File: src/rtl/tpu_slot_sched.sv
// TPU slot scheduler: divides time into fixed-length slots grouped into frames,
// raising per-slot TX/RX gates, a sticky slot interrupt and a TX/RX collision flag.
module tpu_slot_sched #(
    parameter int SLOTS_PER_FRAME = 16
) (
    input  logic        SYS_CLK,
    input  logic        SYS_RST,
    input  logic        RSTTPU,
    input  logic        TXSLOT_EN,
    input  logic        RXSLOT_EN,
    input  logic [7:0]  TX_SLOT,
    input  logic [7:0]  RX_SLOT,
    input  logic [15:0] TIMER_INT_VALUE,
    input  logic        int_ack,
    output logic [7:0]  SLOT_CNT,
    output logic [15:0] TICK_CNT,
    output logic        slot_tick,
    output logic        frame_start,
    output logic        TX_GATE,
    output logic        RX_GATE,
    output logic        TPU_INT,
    output logic        COLLIDE
);

    localparam logic [7:0] LAST_SLOT = 8'(SLOTS_PER_FRAME - 1);
    localparam logic [8:0] NUM_SLOTS = 9'(SLOTS_PER_FRAME);

    typedef enum logic {IDLE, RUN} state_t;

    state_t      state_q, state_d;
    logic [15:0] sh_period;
    logic [7:0]  sh_tx_slot, sh_rx_slot;
    logic        sh_tx_en, sh_rx_en;

    logic        boundary, load;
    logic [7:0]  slot_nxt;
    logic [7:0]  g_slot, g_tx_slot, g_rx_slot;
    logic        g_tx_en, g_rx_en, tx_hit, rx_hit;
    logic [7:0]  slot_d;
    logic [15:0] tick_d;
    logic        tick_pulse_d, frame_d, txg_d, rxg_d, int_d, col_d;

    // Out-of-range slot selectors can never match a live slot index.
    function automatic logic slot_hit(input logic en, input logic [7:0] sel,
                                      input logic [7:0] slot);
        return en && (sel == slot) && ({1'b0, sel} < NUM_SLOTS);
    endfunction

    assign boundary = (state_q == RUN) && (TICK_CNT == (sh_period - 16'd1));
    assign slot_nxt = (state_q == IDLE || SLOT_CNT == LAST_SLOT) ? 8'd0 : SLOT_CNT + 8'd1;

    always_comb begin
        state_d = state_q;
        if (RSTTPU) begin
            state_d = IDLE;
        end else if (state_q == IDLE) begin
            if (TIMER_INT_VALUE != 16'd0) state_d = RUN;
        end else if (boundary && TIMER_INT_VALUE == 16'd0) begin
            state_d = IDLE;
        end
    end

    // A new slot (first one after IDLE or each boundary) samples config from the
    // inputs; inside a slot the gates are re-derived from the shadow copies.
    always_comb begin
        load      = !RSTTPU && (state_d == RUN) && (state_q == IDLE || boundary);
        g_slot    = load ? slot_nxt   : SLOT_CNT;
        g_tx_slot = load ? TX_SLOT    : sh_tx_slot;
        g_rx_slot = load ? RX_SLOT    : sh_rx_slot;
        g_tx_en   = load ? TXSLOT_EN  : sh_tx_en;
        g_rx_en   = load ? RXSLOT_EN  : sh_rx_en;
        tx_hit    = slot_hit(g_tx_en, g_tx_slot, g_slot);
        rx_hit    = slot_hit(g_rx_en, g_rx_slot, g_slot);

        slot_d       = SLOT_CNT;
        tick_d       = TICK_CNT;
        tick_pulse_d = 1'b0;
        frame_d      = 1'b0;
        txg_d        = 1'b0;
        rxg_d        = 1'b0;
        col_d        = COLLIDE;
        int_d        = slot_tick ? 1'b1 : (int_ack ? 1'b0 : TPU_INT);

        if (RSTTPU) begin
            slot_d = 8'd0;
            tick_d = 16'd0;
            int_d  = 1'b0;
            col_d  = 1'b0;
        end else if (state_d == IDLE) begin
            slot_d = 8'd0;
            tick_d = 16'd0;
        end else begin
            txg_d = tx_hit;
            rxg_d = rx_hit && !tx_hit;
            col_d = COLLIDE || (tx_hit && rx_hit);
            if (load) begin
                slot_d       = slot_nxt;
                tick_d       = 16'd0;
                tick_pulse_d = 1'b1;
                frame_d      = (slot_nxt == 8'd0);
            end else begin
                tick_d = TICK_CNT + 16'd1;
            end
        end
    end

    always_ff @(posedge SYS_CLK) begin
        if (SYS_RST) begin
            state_q     <= IDLE;
            SLOT_CNT    <= 8'd0;
            TICK_CNT    <= 16'd0;
            slot_tick   <= 1'b0;
            frame_start <= 1'b0;
            TX_GATE     <= 1'b0;
            RX_GATE     <= 1'b0;
            TPU_INT     <= 1'b0;
            COLLIDE     <= 1'b0;
            sh_period   <= 16'd0;
            sh_tx_slot  <= 8'd0;
            sh_rx_slot  <= 8'd0;
            sh_tx_en    <= 1'b0;
            sh_rx_en    <= 1'b0;
        end else begin
            state_q     <= state_d;
            SLOT_CNT    <= slot_d;
            TICK_CNT    <= tick_d;
            slot_tick   <= tick_pulse_d;
            frame_start <= frame_d;
            TX_GATE     <= txg_d;
            RX_GATE     <= rxg_d;
            TPU_INT     <= int_d;
            COLLIDE     <= col_d;
            if (load) begin
                sh_period  <= TIMER_INT_VALUE;
                sh_tx_slot <= TX_SLOT;
                sh_rx_slot <= RX_SLOT;
                sh_tx_en   <= TXSLOT_EN;
                sh_rx_en   <= RXSLOT_EN;
            end
        end
    end

endmodule

File: config.mk
export PLATFORM = sky130hd
export DESIGN_NAME = tpu_slot_sched
export DESIGN_NICKNAME = d
export VERILOG_FILES = /design/src/rtl/tpu_slot_sched.sv
export SDC_FILE = /design/constraint.sdc
export NUM_CORES = 1
export LEC_CHECK = 0
export BUFFER_PORTS_ARGS = -buffer_cell sky130_fd_sc_hd__buf_2
export CELL_PAD_IN_SITES_DETAIL_PLACEMENT = 1
export CELL_PAD_IN_SITES_GLOBAL_PLACEMENT = 1
export CORE_MARGIN = 2
export CORE_UTILIZATION = 38
export CTS_BUF_LIST = sky130_fd_sc_hd__clkbuf_8
export CTS_CLUSTER_DIAMETER = 150
export DETAILED_ROUTE_END_ITERATION = 7
export GPL_ROUTABILITY_DRIVEN = 0
export PLACE_DENSITY = 0.82
export SLEW_MARGIN = 25
export SYNTH_ARGS = -nofsm -noshare
export SYNTH_HDL_FRONTEND = slang
export SYNTH_SLANG_ARGS = --single-unit
File: constraint.sdc
create_clock -name SYS_CLK -period 3.8 [get_ports SYS_CLK]
set_clock_uncertainty 0.2 [all_clocks]
set_input_delay 0.19 -clock SYS_CLK [delete_from_list [all_inputs] [get_ports SYS_CLK]]
set_output_delay 0.19 -clock SYS_CLK [all_outputs]
set_load 0.01 [all_outputs]
==> impl_metrics.toml, run 1 <==
[finish]
final_core_util_pct = 55.4
final_cell_mix = "nand2_1 (79), buf_2 (67), dfxtp_1 (62)"
drive_gt1_share_pct = 29.7
syn_to_final_growth_pct = 42.3
fin_area_um2 = 5100
final_common_cell = "nand2_1"
nFillCells = 1101
finish.net_count = 615
regArea_um2 = 1310
multi_input_area_um2 = 2290
fin_cells = 690
diodes = 0

[sta]
postLayoutSetupSlackWorst_ns = -0.366
finalHoldViolations = 0
relSlewSlack_pct = 48.7
setup_viol = 4
setup_tns_ns = -0.896
fmax_mhz = 240
rsz0062_at_grt = "yes"
post-route-period-util_pct = 110
finalWorstPathRequiredPeriod_ns = 4.17
worstMarginPinSlew_ns = 0.769
slew_violations = 0

[setup_path]
critPathCaptureType = "flop"
worst_ep_arrival_time_ns = 4.27
cp_top_family = "simple AND/OR/NAND/NOR gates"
required_ns = 3.90
path_cells = "or4_4 > or4_4 > a222oi_1 > nand3_1 > nor4_4 > buf_12 > buf_4 > nand2_2 > mux2i_4 > mux2i_4 > o211ai_4 > nor4_4 > o21a_1"
crit_type = "reg -> reg"
max_stage_delay_ns = 0.54
path_max_fanout = 4
startpoint_type = "flop"
cp_slowest_cell = "or4_4"
crit_buf_inv = 2

[placement]
dp_slack_ns = -0.138
placed_cells = 621
post-dp-hpwl_um = 8020
io_buffers = 67
place_area_um2 = 4110

[status]
status = "finished with violations"
violations = "negative setup slack"

[power_and_ir_drop]
power_switching_mw = 0.525
ir_worst_vdd_v = 0.000143
power.density_nw_per_um2 = 358
internal-power_mw = 1.30
comb_power_share_pct = 18.0
p_leak_nw = 2.05
p_clk_share_pct = 42.1
seqPwrFrac_pct = 39.9
swShare_pct = 28.7

[synth]
async_flop_share_pct = 0
synth_flop_cell = "dfxtp_1"
synthCells = 446
synth.yosys.warnings = 0
netlist_area_um2 = 3580
synth_seq_cells = 65
seq_area_frac_synth_pct = 36.3
yosysUniqueCellTypes = 65
syn_avg_cell_area_um2 = 8.03
syn_nets = 487
synth_edf_count = 0

[grt]
grt_pass1_wl_um = 23200
grt_overflow = 0
antenna_found_initial = 0
grt_pass1_vias = 4353
grt_use_total_pct = 29.5
grt_max_degree = 39

[floorplanning]
row_count = 35
ios = 68
dieWidth_um = 101
dieArea_um2 = 10200
die_height_um = 101
initial_core_util_pct = 39.0
core-area_um2 = 9200

[hold_path]
min_path_type = "in -> reg"

[route]
routedWlPerCell_um = 23.3
antenna_left = 0
drt_pass1_iterations = 5
num_vias = 4168
viasPerCell = 6.04
drcViolationCount = 0
totalWireLength_um = 16100
drtIter0Drc = 301

[cts]
numCtsBuffers = 9
clockBufferDepth = 2
clock_latency_ns = 0.36
cts_tree = "built"
cts_root_buf = "clkbuf_8"
cts-htree-levels = 3
cts_sinks = 65
clkTransAtPathRegs_ns = 0.09

[job]
max-cap-violations = 0
## path summary, 6_finish.rpt
check | from | end | slack (ns) | cells after the start
max | sh_period[0] | COLLIDE | -0.37 | 13
min | TX_SLOT[3] | sh_tx_slot[3] | 0.06 | 3
max reg2reg | sh_period[0] | COLLIDE | -0.37 | 13
min reg2reg | sh_tx_slot[7] | sh_tx_slot[7] | 0.27 | 2
## area by class of cell
cell class | instances | share of cell area [%]
multi-input cells | 347 | 44.9
flip-flops and latches | 65 | 25.7
clock inverters | 6 | 2.09
inverters | 10 | 0.786
well taps | 111 | 2.73
clock buffers | 10 | 2.70
repair buffers | 141 | 21.1
## cells in the mapped netlist, drive strengths merged, types with 2 or more instances
library cell | number | share of area [%]
a21oi | 42 | 6.0
a22oi | 2 | 0.42
a31oi | 3 | 0.52
and3 | 8 | 1.4
and4 | 2 | 0.52
buf | 5 | 1.4
clkbuf | 19 | 2.3
dfxtp | 65 | 36
ha | 3 | 1.0
inv | 10 | 1.0
mux2i | 7 | 2.4
nand2 | 81 | 8.6
nand3 | 19 | 2.7
nand3b | 2 | 0.42
nand4 | 7 | 1.2
nor2 | 42 | 4.7
nor2b | 6 | 1.0
nor3 | 10 | 1.4
nor4 | 16 | 3.2
nor4b | 4 | 1.4
o2111ai | 2 | 0.49
o211ai | 3 | 0.91
o21ai | 11 | 1.7
or2 | 3 | 0.52
or3 | 2 | 0.35
or4 | 4 | 0.84
xnor2 | 25 | 6.1
xor2 | 20 | 4.9
## power groups by stage
| stage | registers, mW | clock network (mW) | logic, mW |
|---|---|---|---|
| global placement | 0.737 | 0 | 0.221 |
| finish | 0.728 | 0.769 | 0.329 |
| CTS | 0.725 | 0.743 | 0.284 |
| detailed placement | 0.739 | 0 | 0.230 |
| global route | 0.730 | 0.800 | 0.346 |
| floorplan | 0.734 | 0 | 0.146 |
## sequential cells by signal (all words and copies together), names as in the netlist
signal	cells
TICK_CNT	16
sh_tx_slot	8
sh_period	16
RX_GATE	1
sh_tx_en	1
slot_tick	1
sh_rx_slot	8
state_q	1
SLOT_CNT	8
TX_GATE	1
TPU_INT	1
sh_rx_en	1
COLLIDE	1
frame_start	1
## routing by layer
layer  share of wire [%]  vias up  global-route usage (%)
met5                   0        -                       0
met4                 5.3        0                    16.5
met3                 5.5       81                    7.21
met2                  51      230                    51.2
met1                  39     2044                    32.7
li1                    -     1813                       -
## kinds of logic after synthesis
group,Yosys count,synth area share (%)
AND/OR/NAND/NOR,210,29.1
AO/OA/AOI/OAI,81,15.1
flip-flops,65,36.3
XOR/XNOR,45,11.0
buffers and inverters,34,4.71
multiplexers,8,2.72
adder cells (fa/ha/maj),3,1.05
## repair_timing
| item | in CTS | in global routing |
|---|---|---|
| pin swaps | 15 | 9 |
| resized for setup | 27 | 22 |
| gates cloned | 1 | 1 |
| buffers inserted | 9 | 7 |
| hold buffers | 35 | 0 |
| endpoints found under the setup margin | 2 | 57 |
| endpoints found under the hold margin | 35 | 0 |
## through the flow
step	power, mW	hold WS [ns]
floorplan	0.881	0.0693
global placement	0.958	0.245
CTS	1.75	0.0307
global route	1.88	0.0562
detailed placement	0.970	0.249
finish	1.83	0.0618
## worst min-delay path, cell delays in order
cell	delay, ns
buf_2	0.08
mux2_2	0.18
nor2b_1	0.12
Power figures use the tool's default switching activity.
==> inputs of run 2 (changes only) <==
--- a/config.mk
+++ b/config.mk
@@ -9,12 +9,12 @@
 export CELL_PAD_IN_SITES_DETAIL_PLACEMENT = 1
 export CELL_PAD_IN_SITES_GLOBAL_PLACEMENT = 1
 export CORE_MARGIN = 2
-export CORE_UTILIZATION = 38
+export CORE_UTILIZATION = 30
 export CTS_BUF_LIST = sky130_fd_sc_hd__clkbuf_8
 export CTS_CLUSTER_DIAMETER = 150
 export DETAILED_ROUTE_END_ITERATION = 7
 export GPL_ROUTABILITY_DRIVEN = 0
-export PLACE_DENSITY = 0.82
+export PLACE_DENSITY = 0.68
 export SLEW_MARGIN = 25
 export SYNTH_ARGS = -nofsm -noshare
 export SYNTH_HDL_FRONTEND = slang
==> run 2 against run 1 <==
The flow still finishes with violations (negative setup slack); global-route usage is 11 points lower; maximum frequency increased by 7.3%; via count fell by 11%; non-clock buffer count increased by 3; total power is 7.5% lower; cell count rose by 5.1%; critical path depth increased by 1; setup slack better by 0.28 ns; wire length decreased by 26%; sequential share of layout area up 0.47 points; clock power down 12%; critical path type unchanged.
==> impl_metrics.toml, run 2 (synthesized netlist as in run 1, its figures left out) <==
[placement]
place_area_um2 = 4200
placed_cells = 662
io_buffers = 67
post-dp-hpwl_um = 8280

[sta]
finalHoldViolations = 0
worstMarginPinSlew_ns = 0.762
setup_viol = 1
postLayoutSetupSlackWorst_ns = -0.0816
whs_ns = 0.0566
fmax_mhz = 258
finalWorstPathRequiredPeriod_ns = 3.88
post-route-period-util_pct = 102
setup_tns_ns = -0.0816
relSlewSlack_pct = 49.2
slew_violations = 0
rsz0062_at_grt = "yes"

[power_and_ir_drop]
power.density_nw_per_um2 = 338
ir_worst_vdd_v = 0.000174
p_leak_nw = 2.02

[setup_path]
reg2reg_slack_ns = -0.08
worst_ep_arrival_time_ns = 3.98
max_stage_delay_ns = 0.55
path_max_fanout = 5
crit_type = "reg -> reg"
rr_startpoint = "sh_period[1]"
r2r_end = "COLLIDE"
required_ns = 3.90
cp_common_cell = "or4_4"
reg2reg_depth = 14
cp_slowest_cell = "or4_4"
crit_buf_inv = 3
path_cells = "or4_4 > buf_6 > or4_4 > a21oi_2 > o211ai_2 > nor4_4 > buf_12 > o21ai_1 > a41o_4 > nor4b_4 > buf_4 > nand3_2 > nor4_2 > o21a_1"
startpoint_type = "flop"
cp_top_family = "simple AND/OR/NAND/NOR gates"
critPathCaptureType = "flop"

[route]
wl_met3_um = 440
num_vias = 3727
drcViolationCount = 0
topRoutingLayerUsed = "met4"
antenna_left = 0
routedWlPerCell_um = 16.3
totalWireLength_um = 11800
dr_wl_met2_um = 6000
wl_met1_um = 5220
viasPerCell = 5.14
drt_pass1_iterations = 4
drtIter0Drc = 114

[grt]
grt_pass1_vias = 3945
grt_max_degree = 39
grt_pass1_wl_um = 19200
antenna_found_initial = 0
grt_use_total_pct = 18.7
grt_overflow = 0

[floorplanning]
dieArea_um2 = 12800
core-area_um2 = 11500
row_count = 39
initial_core_util_pct = 31.1
ios = 68
die_height_um = 113
dieWidth_um = 113

[cts]
cts-htree-levels = 3
cts_sinks = 65
numCtsBuffers = 9
clkTransAtPathRegs_ns = 0.07
cts_root_buf = "clkbuf_8"
cts_tree = "built"
clock_latency_ns = 0.35
clockBufferDepth = 2

[finish]
finish.net_count = 618
drive_gt1_share_pct = 29.0
reg.largest.list = "TICK_CNT (16), sh_period (16)"
diodes = 0
fin_area_um2 = 4990
final_common_cell = "nand2_1"
fin_cells = 725
syn_to_final_growth_pct = 39.4
final_cell_mix = "nand2_1 (80), buf_2 (67), dfxtp_1 (60)"
final_core_util_pct = 43.4

[job]
max-cap-violations = 0

[hold_path]
hold_start = "TX_SLOT[3]"
whs_endpoint = "sh_tx_slot[3]"
min_path_type = "in -> reg"
min_path_cells = 3

[status]
violations = "negative setup slack"
status = "finished with violations"
[run 2: layout make-up]
class	count	area, µm²
Clock inverter	5	71.3
Timing Repair Buffer	144	1030
Sequential cell	65	1310
Fill cell	1421	6520
Clock buffer	11	151
Inverter	10	37.5
Multi-Input combinational cell	347	2220
Tap cell	143	179
[run 2: metrics by stage]
step / worst slack (ns) / total power [mW]
after floorplan: 0.00827 / 0.881
after global placement: 0.0430 / 0.966
after detailed placement: -0.0772 / 0.973
after CTS: 0.0109 / 1.69
after global routing: -0.215 / 1.77
final: -0.0816 / 1.69
[run 2: how the worst max path moves through the flow]
stage                 startpoint       to  slack [ns]  cells after the start
floorplan           sh_period[0]  COLLIDE       0.008                     14
global placement    sh_period[0]  COLLIDE        0.04                     14
detailed placement  sh_period[1]  COLLIDE       -0.08                     14
CTS                 sh_period[1]  COLLIDE        0.01                     14
global route        sh_period[7]  COLLIDE       -0.22                     15
finish              sh_period[1]  COLLIDE       -0.08                     14
[run 2: where the power goes]
part | internal (mW) | total (mW) | switching [mW] | leakage, nW
Sequential | 0.704 | 0.725 | 0.0210 | 0.532
Combinational | 0.143 | 0.290 | 0.147 | 1.37
Clock | 0.399 | 0.674 | 0.275 | 0.123
Total | 1.25 | 1.69 | 0.443 | 2.02
[run 2: routing by layer]
| layer | track usage (%) | up-vias |
|---|---|---|
| li1 | - | 1819 |
| met3 | 4.28 | 15 |
| met2 | 34.1 | 87 |
| met4 | 4.55 | 0 |
| met5 | 0 | - |
| met1 | 22.1 | 1806 |
[run 2: worst min-delay path, delay by kind of cell]
kind	cells	cell delay, ns
mux	1	0.18
simple gates	1	0.12
buf+inv	1	0.08
[run 2: timing repair]
| item | CTS | global route |
|---|---|---|
| hold buffers | 35 | 0 |
| endpoints found under the hold margin | 35 | 0 |
| buffers inserted | 10 | 2 |
| pin swaps | 9 | 4 |
| resized for setup | 9 | 21 |
| endpoints found under the setup margin | 2 | 2 |
